==> src/rtl/stream_mux_rr.sv <==
// stream_mux_rr
//
// N-channel registered stream multiplexer with valid/ready handshakes.
// An internal arbiter picks one valid input channel per cycle, either
// round-robin (starting at a rotating pointer) or fixed priority (lowest
// index wins). The winner is captured into a single output register stage.
// That stage sustains one beat per cycle while the consumer keeps
// out_ready high.
//
// Parameters:
//   N_CH     - number of input channels (>= 1, any value)
//   WIDTH    - data bits per channel
//   ARB_MODE - 0 = round-robin, 1 = fixed priority (lowest index)
//   CH_W     - channel index width, derived from N_CH (do not override)
//
// Ports:
//   clk       - rising-edge clock
//   rst       - asynchronous, active-high reset
//   in_data   - packed input data, channel i at [i*WIDTH +: WIDTH]
//   in_valid  - per-channel valid
//   in_ready  - per-channel ready (combinational, one-hot or zero)
//   out_data  - registered selected data
//   out_ch    - registered index of the channel that supplied out_data
//   out_valid - registered output valid
//   out_ready - consumer ready

module stream_mux_rr #(
    parameter int N_CH     = 4,
    parameter int WIDTH    = 8,
    parameter int ARB_MODE = 0,
    parameter int CH_W     = (N_CH > 1) ? $clog2(N_CH) : 1
) (
    input  logic                  clk,
    input  logic                  rst,
    input  logic [N_CH*WIDTH-1:0] in_data,
    input  logic [N_CH-1:0]       in_valid,
    output logic [N_CH-1:0]       in_ready,
    output logic [WIDTH-1:0]      out_data,
    output logic [CH_W-1:0]       out_ch,
    output logic                  out_valid,
    input  logic                  out_ready
);

    logic [CH_W-1:0]  ptr;
    logic [CH_W-1:0]  grant;
    logic [WIDTH-1:0] grant_data;
    logic             any_valid;
    logic             load;
    logic             found;
    logic [CH_W-1:0]  ptr_next;

    assign any_valid = |in_valid;
    assign load      = !out_valid || out_ready;

    // Search N_CH candidates starting at the base index and wrapping
    // modulo N_CH. The base is ptr in round-robin mode and 0 in
    // fixed-priority mode. The first valid candidate wins.
    always_comb begin
        int unsigned idx;
        grant      = '0;
        grant_data = '0;
        found      = 1'b0;
        idx        = 0;
        for (int unsigned k = 0; k < N_CH; k++) begin
            if (ARB_MODE == 0) begin
                idx = 32'(ptr) + k;
            end else begin
                idx = k;
            end
            if (idx >= N_CH) begin
                idx = idx - N_CH;
            end
            if (!found && in_valid[idx]) begin
                found      = 1'b1;
                grant      = CH_W'(idx);
                grant_data = in_data[idx*WIDTH +: WIDTH];
            end
        end
    end

    // Only the granted channel sees ready. Ready is also held low while
    // reset is asserted, because out_valid alone would otherwise report
    // load=1 during reset.
    always_comb begin
        in_ready = '0;
        if (!rst && load && any_valid) begin
            in_ready[grant] = 1'b1;
        end
    end

    always_comb begin
        ptr_next = ptr;
        if (ARB_MODE == 0) begin
            if (grant == CH_W'(N_CH - 1)) begin
                ptr_next = '0;
            end else begin
                ptr_next = grant + CH_W'(1);
            end
        end
    end

    always_ff @(posedge clk or posedge rst) begin
        if (rst) begin
            out_valid <= 1'b0;
            out_data  <= '0;
            out_ch    <= '0;
            ptr       <= '0;
        end else if (load) begin
            if (any_valid) begin
                out_valid <= 1'b1;
                out_data  <= grant_data;
                out_ch    <= grant;
                ptr       <= ptr_next;
            end else begin
                out_valid <= 1'b0;
            end
        end
    end

endmodule

==> config.mk <==
export PLATFORM = sky130hd
export DESIGN_NAME = stream_mux_rr
export DESIGN_NICKNAME = d
export VERILOG_FILES = /design/src/rtl/stream_mux_rr.sv
export SDC_FILE = /design/constraint.sdc
export NUM_CORES = 1
export LEC_CHECK = 0
export ABC_AREA = 1
export CAP_MARGIN = 25
export CELL_PAD_IN_SITES_DETAIL_PLACEMENT = 0
export CELL_PAD_IN_SITES_GLOBAL_PLACEMENT = 1
export CORE_ASPECT_RATIO = 1.1
export CORE_MARGIN = 5
export CORE_UTILIZATION = 36
export CTS_BUF_LIST = sky130_fd_sc_hd__clkbuf_4
export DETAILED_ROUTE_END_ITERATION = 6
export GPL_ROUTABILITY_DRIVEN = 0
export HOLD_SLACK_MARGIN = 0.03
export PLACE_DENSITY_LB_ADDON = 0.1
export SKIP_LAST_GASP = 1
export SLEW_MARGIN = 20
export SYNTH_ARGS = -nofsm -noshare
export SYNTH_HDL_FRONTEND = slang
export SYNTH_SLANG_ARGS = --single-unit
export TNS_END_PERCENT = 10
==> constraint.sdc <==
create_clock -name clk -period 6.6 [get_ports clk]
set_clock_uncertainty 0.1 [all_clocks]
set_input_delay 1.65 -clock clk [delete_from_list [all_inputs] [get_ports clk]]
set_output_delay 1.65 -clock clk [all_outputs]
set_load 0.01 [all_outputs]
==> summary.md, run 1 <==
| Metric | Value |
|---|---|
| Rel. slew slack | `47.5%` |
| P_leak | `1.55 nW` |
| Synth area leader | `nand2_1` |
| Worst path slowest cell | `clkdlybuf4s50_1` |
| Ports | `54` |
| Ys Warns | `0` |
| Worst-path clk slew | `0.08 ns` |
| Yosys top cell area share | `30.4%` |
| Fin. max-slew vios | `0` |
| Post CTS Setup Buffer Count | `0` |
| WP data arrival | `4.05 ns` |
| Post-synthesis cell area | `2180 um^2` |
| Grt total ovfl | `0` |
| DRT Wirelength | `6.55 mm` |
| CP max stage delay | `0.54 ns` |
| Worst-Margin Slew | `0.785 ns` |
| Layout cell share with drive strength beyond 1 | `7.25%` |
| # DRC | `0` |
| Unrepaired setup endpoints after global routing | `no` |
| Buffer and inverter count on the worst path | `5` |
| Setup TNS | `0 ns` |
| CTS Sinks | `13` |
| Setup CP Type | `input pin to output pin` |
| Via count | `2583` |
| Hold slack | `0.387 ns` |
| Total power | `1.44 mW` |
| Drt wl/cell | `12.3 um` |
| Worst EP required | `4.85 ns` |
| Core area | `5840 um^2` |
| Prevailing post-synth register cell | `dfrtp_1` |
| F_max | `0.173 GHz` |
| Yosys reg bits | `13` |
| Yosys cell types | `23` |
| Antenna-violating nets left | `0` |
| Max FO, Critical Path | `13` |
| Final nets | `502` |
| CTS root buf | `clkbuf_4` |
| Initial core utilization | `37.4%` |
| CP top delay family | `buffers and inverters` |
| Setup crit start kind | `input pin` |
| Via/cell ratio | `4.86` |
| Die ar. | `7730 um^2` |
| Syn Nets | `458` |
| Cell count after synthesis | `412` |
| Antenna cells | `0` |
| Post-synth EDFFs | `0` |
| Commonest non-fill, non-tap cell in the layout | `nand2_1` |
| HP Class | `register to register` |
| IO Port Bufs | `53` |
| Final worst path period share | `87.8%` |
| CTS Hold Buffers Added | `0` |
| CTS tree | `yes` |
| Max-cap viol count | `0` |
| Max Root-Sink Buffers | `2` |
| Worst VDD drop | `0.000351 V` |
| Clock latency on the worst-skew pair | `0.29 ns` |
| Minimum clock period | `5.80 ns` |
| Vias in the first global route | `2327` |
| Leading cell types in the layout, fill and taps excluded | `nand2_1, nand3_1, clkdlybuf4s50_1` |
| Die H | `91.7 um` |
| Mean Syn Cell Area | `5.30 um^2` |
| Die W | `84.3 um` |
| Initial antenna violation count | `0` |
| CTS H-tree depth | `1` |
| First-pass GRT wire length | `11.1 mm` |
| Layout area overhead | `25.3%` |
| Ranking of synthesized cells by area | `nand2_1, dfrtp_1, nand3_1` |
| Largest net degree at the start of global routing | `43` |
| Gr usage total | `17.1%` |
| Initial DRC count | `133` |
| Sequential area share after synthesis | `14.9%` |
| HPWL Detailed | `4.72 mm` |
| Ys async rst share | `100%` |
| Row count | `29` |
| P per Cell Area | `528 nW/um^2` |
| Outcome | `finished clean` |
| Resized cells post-CTS | `0` |
| Worst Setup End Kind | `output pin` |
| Cells along the critical path | `clkdlybuf4s50_1, inv_1, nand2_1, nand3_2, nand2_4, nor2_4, nand2_1, nand2_1, nand2_2, inv_1, ha_1, inv_1, nor2_1, clkdlybuf4s50_1` |
| CTS Buf Count | `3` |
| Setup violators final | `0` |
| Drt pass-1 iters | `4` |
| Final hold vios | `0` |
-- worst min-delay path: stages (launching register included) --
cell     delay (ns)
dfrtp_1        0.35
nand2_1        0.05
nand2_1        0.05
-- synthesized netlist by cell type (2+ instances only) --
cell type,count
buf_1,2
buf_2,6
buf_4,4
buf_6,7
dfrtp_1,13
ha_1,7
inv_1,47
inv_2,5
nand2_1,177
nand2_2,7
nand2_4,2
nand3_1,56
nand3_2,6
nand4_1,17
nor2_1,47
o21ai_0,2
-- final timing paths --
path,cells after the start,slack [ns],to,from
worst min-delay path,2,0.39,out_ch[1],out_ch[1]
min in group asynchronous,2,1.60,out_data[4],rst
max in group asynchronous,2,4.42,out_data[5],rst
worst max-delay path,14,0.80,in_ready[2],in_valid[3]
worst min register to register,2,0.39,out_ch[1],out_ch[1]
worst max register to register,12,3.78,ptr[1],ptr[0]
-- cells by family (layout without fill, tap and decap cells) --
group	Yosys count	in the layout	share of synthesized area [%]
simple gates	316	316	64.3
fa+ha+maj	7	7	4.01
flops	13	13	14.9
compound gates	4	4	1.03
buf+inv	72	115	15.8
-- sequential cells by signal, indices dropped and copies added, names as in the netlist --
name / cells
out_data: 8
out_valid: 1
ptr: 2
out_ch: 2
-- layout make-up --
class,count,area [um^2]
inverters,52,195
multi-input cells,327,1510
repair buffers,59,576
flip-flops and latches,13,325
clock buffers,4,30.0
well taps,77,96.3
fillers,676,3110
-- metrics by stage --
stage               setup WS (ns)  cell area [um^2]  util (%)  instances
CTS                         0.787              2740      46.8        532
floorplan                    2.02              2180         -        412
global placement            0.857              2710      46.3        528
finish                      0.805              2740      46.8        532
detailed placement          0.796              2710      46.3        528
global route                0.590              2740      46.8        532
-- layer usage --
metal | up-vias | GRT usage [%] | wire, um
li1 | 1367 | - | -
met5 | - | 0 | 0
met3 | 13 | 2.96 | 388
met2 | 73 | 28.2 | 3070
met4 | 0 | 4.42 | 89
met1 | 1130 | 23.0 | 3000
-- where the power goes --
part | internal [mW] | switching (mW) | total, mW
clock network | 0.0277 | 0.0312 | 0.0588
logic | 0.425 | 0.821 | 1.25
registers | 0.119 | 0.0198 | 0.139
total | 0.572 | 0.872 | 1.44
Power figures use the tool's default switching activity.
==> inputs of run 2 (changes only) <==
--- a/config.mk
+++ b/config.mk
@@ -18,7 +18,7 @@
 export HOLD_SLACK_MARGIN = 0.03
 export PLACE_DENSITY_LB_ADDON = 0.1
 export SKIP_LAST_GASP = 1
-export SLEW_MARGIN = 20
+export SLEW_MARGIN = 30
 export SYNTH_ARGS = -nofsm -noshare
 export SYNTH_HDL_FRONTEND = slang
 export SYNTH_SLANG_ARGS = --single-unit
==> constraint.sdc (replaced) <==
create_clock -name clk -period 7.14 [get_ports clk]
set_clock_uncertainty 0.1 [all_clocks]
set_input_delay 1.785 -clock clk [delete_from_list [all_inputs] [get_ports clk]]
set_output_delay 1.785 -clock clk [all_outputs]
set_load 0.01 [all_outputs]
==> run 2 against run 1 <==
  * Utilization unchanged
  * First-iteration DRC count is 41% lower
  * Global-route usage is 0.61 points lower
  * Register-to-register slack better by 0.43 ns
  * Clock-buffer cell count stayed put
  * Die area did not move
  * Worst setup slack gained 0.30 ns
  * Critical path depth did not move
  * Critical endpoint unchanged
  * Largest cell class unchanged
  * Highest routed layer unchanged
==> summary.md, run 2 (same netlist as run 1, synthesis figures left out) <==
| Metric | Value |
|---|---|
| Outcome | `finished clean (unchanged)` |
| Worst VDD drop | `0.000256 V (was 0.000351 V)` |
| Worst Setup End Kind | `output pin (unchanged)` |
| Leading cell types in the layout, fill and taps excluded | `nand2_1, nand3_1, clkdlybuf4s50_1 (unchanged)` |
| Unrepaired setup endpoints after global routing | `no (unchanged)` |
| CTS Hold Buffers Added | `0 (unchanged)` |
| Final hold vios | `0 (unchanged)` |
| Internal Power | `0.528 mW (was 0.572 mW)` |
| Die W | `84.3 um (unchanged)` |
| CTS Buf Count | `3 (unchanged)` |
| Grt total ovfl | `0 (unchanged)` |
| Fillers | `668 (was 676)` |
| # DRC | `0 (unchanged)` |
| Minimum clock period | `6.04 ns` |
| F_max | `0.166 GHz` |
| Commonest non-fill, non-tap cell in the layout | `nand2_1 (unchanged)` |
| Setup TNS | `0 ns (unchanged)` |
| Die H | `91.7 um (unchanged)` |
| Wire length on met1 | `3.09 mm (was 3.00 mm)` |
| Final nets | `502 (unchanged)` |
| Via count | `2496 (was 2583)` |
| Largest net degree at the start of global routing | `43 (unchanged)` |
| Via/cell ratio | `4.69 (was 4.86)` |
| Largest register FFs | `8 (unchanged)` |
| Worst EP required | `5.26 ns (was 4.85 ns)` |
| Initial antenna violation count | `0 (unchanged)` |
| CTS H-tree depth | `1 (unchanged)` |
| DRT Wirelength | `6.43 mm (was 6.55 mm)` |
| Ports | `54 (unchanged)` |
| Gr usage total | `16.5% (was 17.1%)` |
| HP Class | `register to register (unchanged)` |
| Sequential power share | `9.6% (about the same)` |
| Setup crit start kind | `input pin (unchanged)` |
| First-pass GRT wire length | `10.6 mm (was 11.1 mm)` |
| Core area | `5840 um^2 (unchanged)` |
| Hold slack | `0.388 ns (was 0.387 ns)` |
| Setup violators final | `0 (unchanged)` |
| Max Root-Sink Buffers | `2 (unchanged)` |
| CTS Sinks | `13 (unchanged)` |
| Fin. max-slew vios | `0 (unchanged)` |
| Worst-Margin Slew | `0.780 ns (was 0.785 ns)` |
| Post CTS Setup Buffer Count | `0 (unchanged)` |
| Layout cell share with drive strength beyond 1 | `7.25% (unchanged)` |
| Die ar. | `7730 um^2 (unchanged)` |
| Antenna cells | `0 (unchanged)` |
| Fin util | `46.8% (unchanged)` |
| HPWL Detailed | `4.68 mm (was 4.72 mm)` |
| Clock share of power | `3.9% (was 4.1%)` |
| Rel. slew slack | `47.8% (was 47.5%)` |
| Met3 routed WL | `313 um (was 388 um)` |
| Drt pass-1 iters | `4 (unchanged)` |
| Top sig layer | `met4 (unchanged)` |
| P per Cell Area | `484 nW/um^2 (was 528 nW/um^2)` |
| P_leak | `1.55 nW (unchanged)` |
| Worst-path clk slew | `0.08 ns (about the same)` |
| Layout area overhead | `25.3% (unchanged)` |
| Initial DRC count | `79 (was 133)` |
| Reg with most FFs | `out_data (unchanged)` |
| IO Port Bufs | `53 (unchanged)` |
| CTS root buf | `clkbuf_4 (unchanged)` |
| Drt wl/cell | `12.1 um (was 12.3 um)` |
| Comb power frac | `86.5% (was 86.3%)` |
| Initial core utilization | `37.4% (unchanged)` |
| Met2 WL | `2.98 mm (was 3.07 mm)` |
| Largest regs | `out_data: 8 flops, out_ch: 2 flops, ptr: 2 flops (unchanged)` |
| Clock latency on the worst-skew pair | `0.28 ns (was 0.29 ns)` |
| Vias in the first global route | `2183 (was 2327)` |
| Max-cap viol count | `0 (unchanged)` |
| Switching part of the total | `60.2% (was 60.4%)` |
| Resized cells post-CTS | `0 (unchanged)` |
| Final worst path period share | `84.6%` |
| Row count | `29 (unchanged)` |
| NetSw | `0.797 mW (was 0.872 mW)` |
| WP data arrival | `4.15 ns (was 4.05 ns)` |
| Setup CP Type | `input pin to output pin (unchanged)` |
| Max FO, Critical Path | `13 (unchanged)` |
| Antenna-violating nets left | `0 (unchanged)` |
| CTS tree | `yes (unchanged)` |
==> run 2: worst paths after layout <==
kind	startpoint	end	slack, ns	depth (start not counted)
max	in_valid[3]	in_ready[2]	1.10	14
min	out_ch[1]	out_ch[1]	0.39	2
max reg2reg	ptr[1]	ptr[1]	4.21	13
min reg2reg	out_ch[1]	out_ch[1]	0.39	2
max in group asynchronous	rst	out_data[3]	4.83	2
min in group asynchronous	rst	out_ch[0]	1.75	2
==> run 2: per-stage QoR <==
step	total power [mW]	instances	cell area [um^2]	worst slack, ns
detailed placement	1.28	528	2710	1.09
global route	1.49	532	2740	0.902
floorplan	1.03	412	2180	2.29
finish	1.32	532	2740	1.10
CTS	1.34	532	2740	1.08
global placement	1.28	528	2710	1.13
==> run 2: layout make-up <==
cell class / count / area (um^2) / area share [%]
clock buffers: 4 / 30.0 / 1.10
repair buffers: 59 / 576 / 21.0
inverters: 52 / 195 / 7.13
multi-input cells: 327 / 1510 / 55.3
well taps: 77 / 96.3 / 3.52
flip-flops and latches: 13 / 325 / 11.9
==> run 2: per-layer routing <==
metal / track usage, % / vias up
met4: 3.22 / 0
met3: 1.43 / 4
met1: 22.3 / 1070
met2: 28.6 / 58
met5: 0 / -
li1: - / 1364
==> run 2: power groups by stage <==
stage | logic (mW) | registers (mW) | clock network, mW
2_1_floorplan | 0.883 | 0.146 | 0
3_3_place_gp | 1.15 | 0.129 | 0
3_5_place_dp | 1.16 | 0.128 | 0
4_1_cts | 1.16 | 0.127 | 0.0542
5_1_grt | 1.30 | 0.131 | 0.0572
6_report | 1.15 | 0.127 | 0.0519
==> run 2: critical path, stage by stage <==
cell,delay [ns]
clkdlybuf4s50_1,0.45
inv_1,0.10
nand2_1,0.08
nand3_2,0.12
nand2_4,0.14
nor2_4,0.32
nand2_1,0.08
nand2_1,0.10
nand2_2,0.08
inv_1,0.09
ha_1,0.14
inv_1,0.04
nor2_1,0.08
clkdlybuf4s50_1,0.54
==> inputs of run 3 (changes only) <==
--- a/config.mk
+++ b/config.mk
@@ -11,7 +11,7 @@
 export CELL_PAD_IN_SITES_GLOBAL_PLACEMENT = 1
 export CORE_ASPECT_RATIO = 1.1
 export CORE_MARGIN = 5
-export CORE_UTILIZATION = 36
+export CORE_UTILIZATION = 34
 export CTS_BUF_LIST = sky130_fd_sc_hd__clkbuf_4
 export DETAILED_ROUTE_END_ITERATION = 6
 export GPL_ROUTABILITY_DRIVEN = 0
==> constraint.sdc (replaced) <==
create_clock -name clk -period 5.7 [get_ports clk]
set_clock_uncertainty 0.1 [all_clocks]
set_input_delay 1.425 -clock clk [delete_from_list [all_inputs] [get_ports clk]]
set_output_delay 1.425 -clock clk [all_outputs]
set_load 0.01 [all_outputs]
==> run 3 against run 2 <==
  * Highest routed layer unchanged
  * First-iteration DRC count grew 19%
  * Utilization shrank 2.6 points
  * Combinational power grew 27%
==> summary.md, run 3 (same netlist as run 1, synthesis figures left out) <==
| Metric | Value |
|---|---|
| WP data arrival | `3.81 ns (was 4.15 ns)` |
| Unrepaired setup endpoints after global routing | `no (unchanged)` |
| P per Cell Area | `614 nW/um^2 (was 484 nW/um^2)` |
| Largest regs | `out_data: 8 flops, out_ch: 2 flops, ptr: 2 flops (unchanged)` |
| Rel. slew slack | `51.0% (was 47.8%)` |
| Max-cap viol count | `0 (unchanged)` |
| IO Port Bufs | `53 (unchanged)` |
| Fillers | `712 (was 668)` |
| Core area | `6230 um^2 (was 5840 um^2)` |
| Grt total ovfl | `0 (unchanged)` |
| Post-route cell area | `2760 um^2 (was 2740 um^2)` |
| Hold slack | `0.389 ns (was 0.388 ns)` |
| # DRC | `0 (unchanged)` |
| RR Endpoint | `ptr[1] (unchanged)` |
| Die ar. | `8130 um^2 (was 7730 um^2)` |
| Outcome | `finished clean (unchanged)` |
| Drt wl/cell | `12.5 um (was 12.1 um)` |
| P_leak | `1.56 nW (was 1.55 nW)` |
| Multi-input gate area | `1510 um^2 (unchanged)` |
| Final nets | `504 (was 502)` |
| First-pass GRT wire length | `11.2 mm (was 10.6 mm)` |
| Worst r2r src | `ptr[0] (was ptr[1])` |
| Antenna-violating nets left | `0 (unchanged)` |
| Leading cell types in the layout, fill and taps excluded | `nand2_1, nand3_1, clkdlybuf4s50_1 (unchanged)` |
| Initial DRC count | `94 (was 79)` |
| CTS Hold Buffers Added | `0 (unchanged)` |
| Initial antenna violation count | `0 (unchanged)` |
| Vias in the first global route | `2358 (was 2183)` |
| Worst slack, placed | `0.366 ns (was 1.09 ns)` |
| Register area | `325 um^2 (unchanged)` |
| Reg with most FFs | `out_data (unchanged)` |
| CTS Buf Count | `3 (unchanged)` |
| CTS root buf | `clkbuf_4 (unchanged)` |
| DRT Wirelength | `6.69 mm (was 6.43 mm)` |
| Die W | `86.4 um (was 84.3 um)` |
| Layout area overhead | `26.1% (was 25.3%)` |
| Via count | `2574 (was 2496)` |
| Fin util | `44.2% (was 46.8%)` |
| Minimum clock period | `5.34 ns` |
| CTS H-tree depth | `1 (unchanged)` |
| Final worst path period share | `93.6%` |
| Via/cell ratio | `4.79 (was 4.69)` |
| Commonest non-fill, non-tap cell in the layout | `nand2_1 (unchanged)` |
| F_max | `0.187 GHz` |
| Clock latency on the worst-skew pair | `0.27 ns (was 0.28 ns)` |
| Worst-path clk slew | `0.08 ns (about the same)` |
| Largest net degree at the start of global routing | `42 (was 43)` |
| Largest register FFs | `8 (unchanged)` |
| Total power | `1.69 mW (was 1.32 mW)` |
| Max Root-Sink Buffers | `2 (unchanged)` |
| Worst VDD drop | `0.000280 V (was 0.000256 V)` |
| HPWL Detailed | `4.86 mm (was 4.68 mm)` |
| Drt pass-1 iters | `5 (was 4)` |
| Setup crit start kind | `input pin (unchanged)` |
| Antenna cells | `0 (unchanged)` |
| Gr usage total | `17.1% (was 16.5%)` |
| Worst-Margin Slew | `0.733 ns (was 0.780 ns)` |
| Setup TNS | `0 ns (unchanged)` |
| Post-Layout Cell Count | `537 (was 532)` |
| Die H | `94.1 um (was 91.7 um)` |
| Crit path launch | `in_valid[0] (was in_valid[3])` |
| Cells after DPL | `533 (was 528)` |
| Placed Area | `2730 um^2 (was 2710 um^2)` |
| Ports | `54 (unchanged)` |
| R2R Setup Slk | `2.97 ns (was 4.21 ns)` |
| Setup violators final | `0 (unchanged)` |
| Worst Setup End Kind | `output pin (unchanged)` |
| Setup slack after layout | `0.363 ns (was 1.10 ns)` |
| CTS tree | `yes (unchanged)` |
| Row count | `30 (was 29)` |
| Hold Path Depth | `2 (unchanged)` |
| Hold Crit Start | `out_ch[0] (was out_ch[1])` |
| CTS Sinks | `13 (unchanged)` |
| Layout cell share with drive strength beyond 1 | `7.66% (was 7.25%)` |
| Max FO, Critical Path | `13 (unchanged)` |
| Fin. max-slew vios | `0 (unchanged)` |
| Resized cells post-CTS | `0 (unchanged)` |
| Worst EP required | `4.18 ns (was 5.26 ns)` |
| Post CTS Setup Buffer Count | `0 (unchanged)` |
| Final hold vios | `0 (unchanged)` |
| Setup CP Type | `input pin to output pin (unchanged)` |
| Initial core utilization | `35.1% (was 37.4%)` |
| Hold endpoint | `out_ch[0] (was out_ch[1])` |
| HP Class | `register to register (unchanged)` |
| Path depth of the worst reg2reg path | `11 (was 13)` |
[run 3: cell count changes in the layout (fill, tap and decap cells not counted), sizes merged]
cell / change
buf: +2
[run 3: area by class of cell]
type	count	area share, %
flip-flops and latches	13	11.8
inverters	52	7.08
multi-input cells	327	55.0
repair buffers	61	21.4
clock buffers	4	1.09
well taps	80	3.63
[run 3: worst max path at each step]
stage	endpoint	depth (start not counted)	slack, ns
2_1_floorplan	in_ready[0]	13	1.57
3_3_place_gp	in_ready[2]	14	0.42
3_5_place_dp	in_ready[0]	14	0.37
4_1_cts	in_ready[0]	14	0.36
5_1_grt	in_ready[0]	14	0.10
6_report	in_ready[0]	14	0.36
[run 3: routing by layer]
layer	GRT usage [%]	up-vias	share of wire [%]
met3	2.46	6	4.9
met4	1.69	0	0.93
met2	29.0	65	47
met5	0	-	0
li1	-	1369	-
met1	23.5	1134	47
[run 3: critical path, stage by stage]
cell and delay (ns):
clkdlybuf4s50_1 0.46, inv_1 0.10, nand2_1 0.08, nand3_2 0.12, nand2_4 0.14, nor2_4 0.32, nand2_1 0.08, nand2_1 0.11
nand2_2 0.08, inv_1 0.09, ha_1 0.14, inv_1 0.04, nor2_1 0.09, clkdlybuf4s50_1 0.54
[run 3: power by group]
group	total [mW]	switching (mW)	internal [mW]	leakage, nW
logic	1.46	0.960	0.504	1.39
registers	0.163	0.0250	0.138	0.150
clock network	0.0650	0.0331	0.0319	0.0184
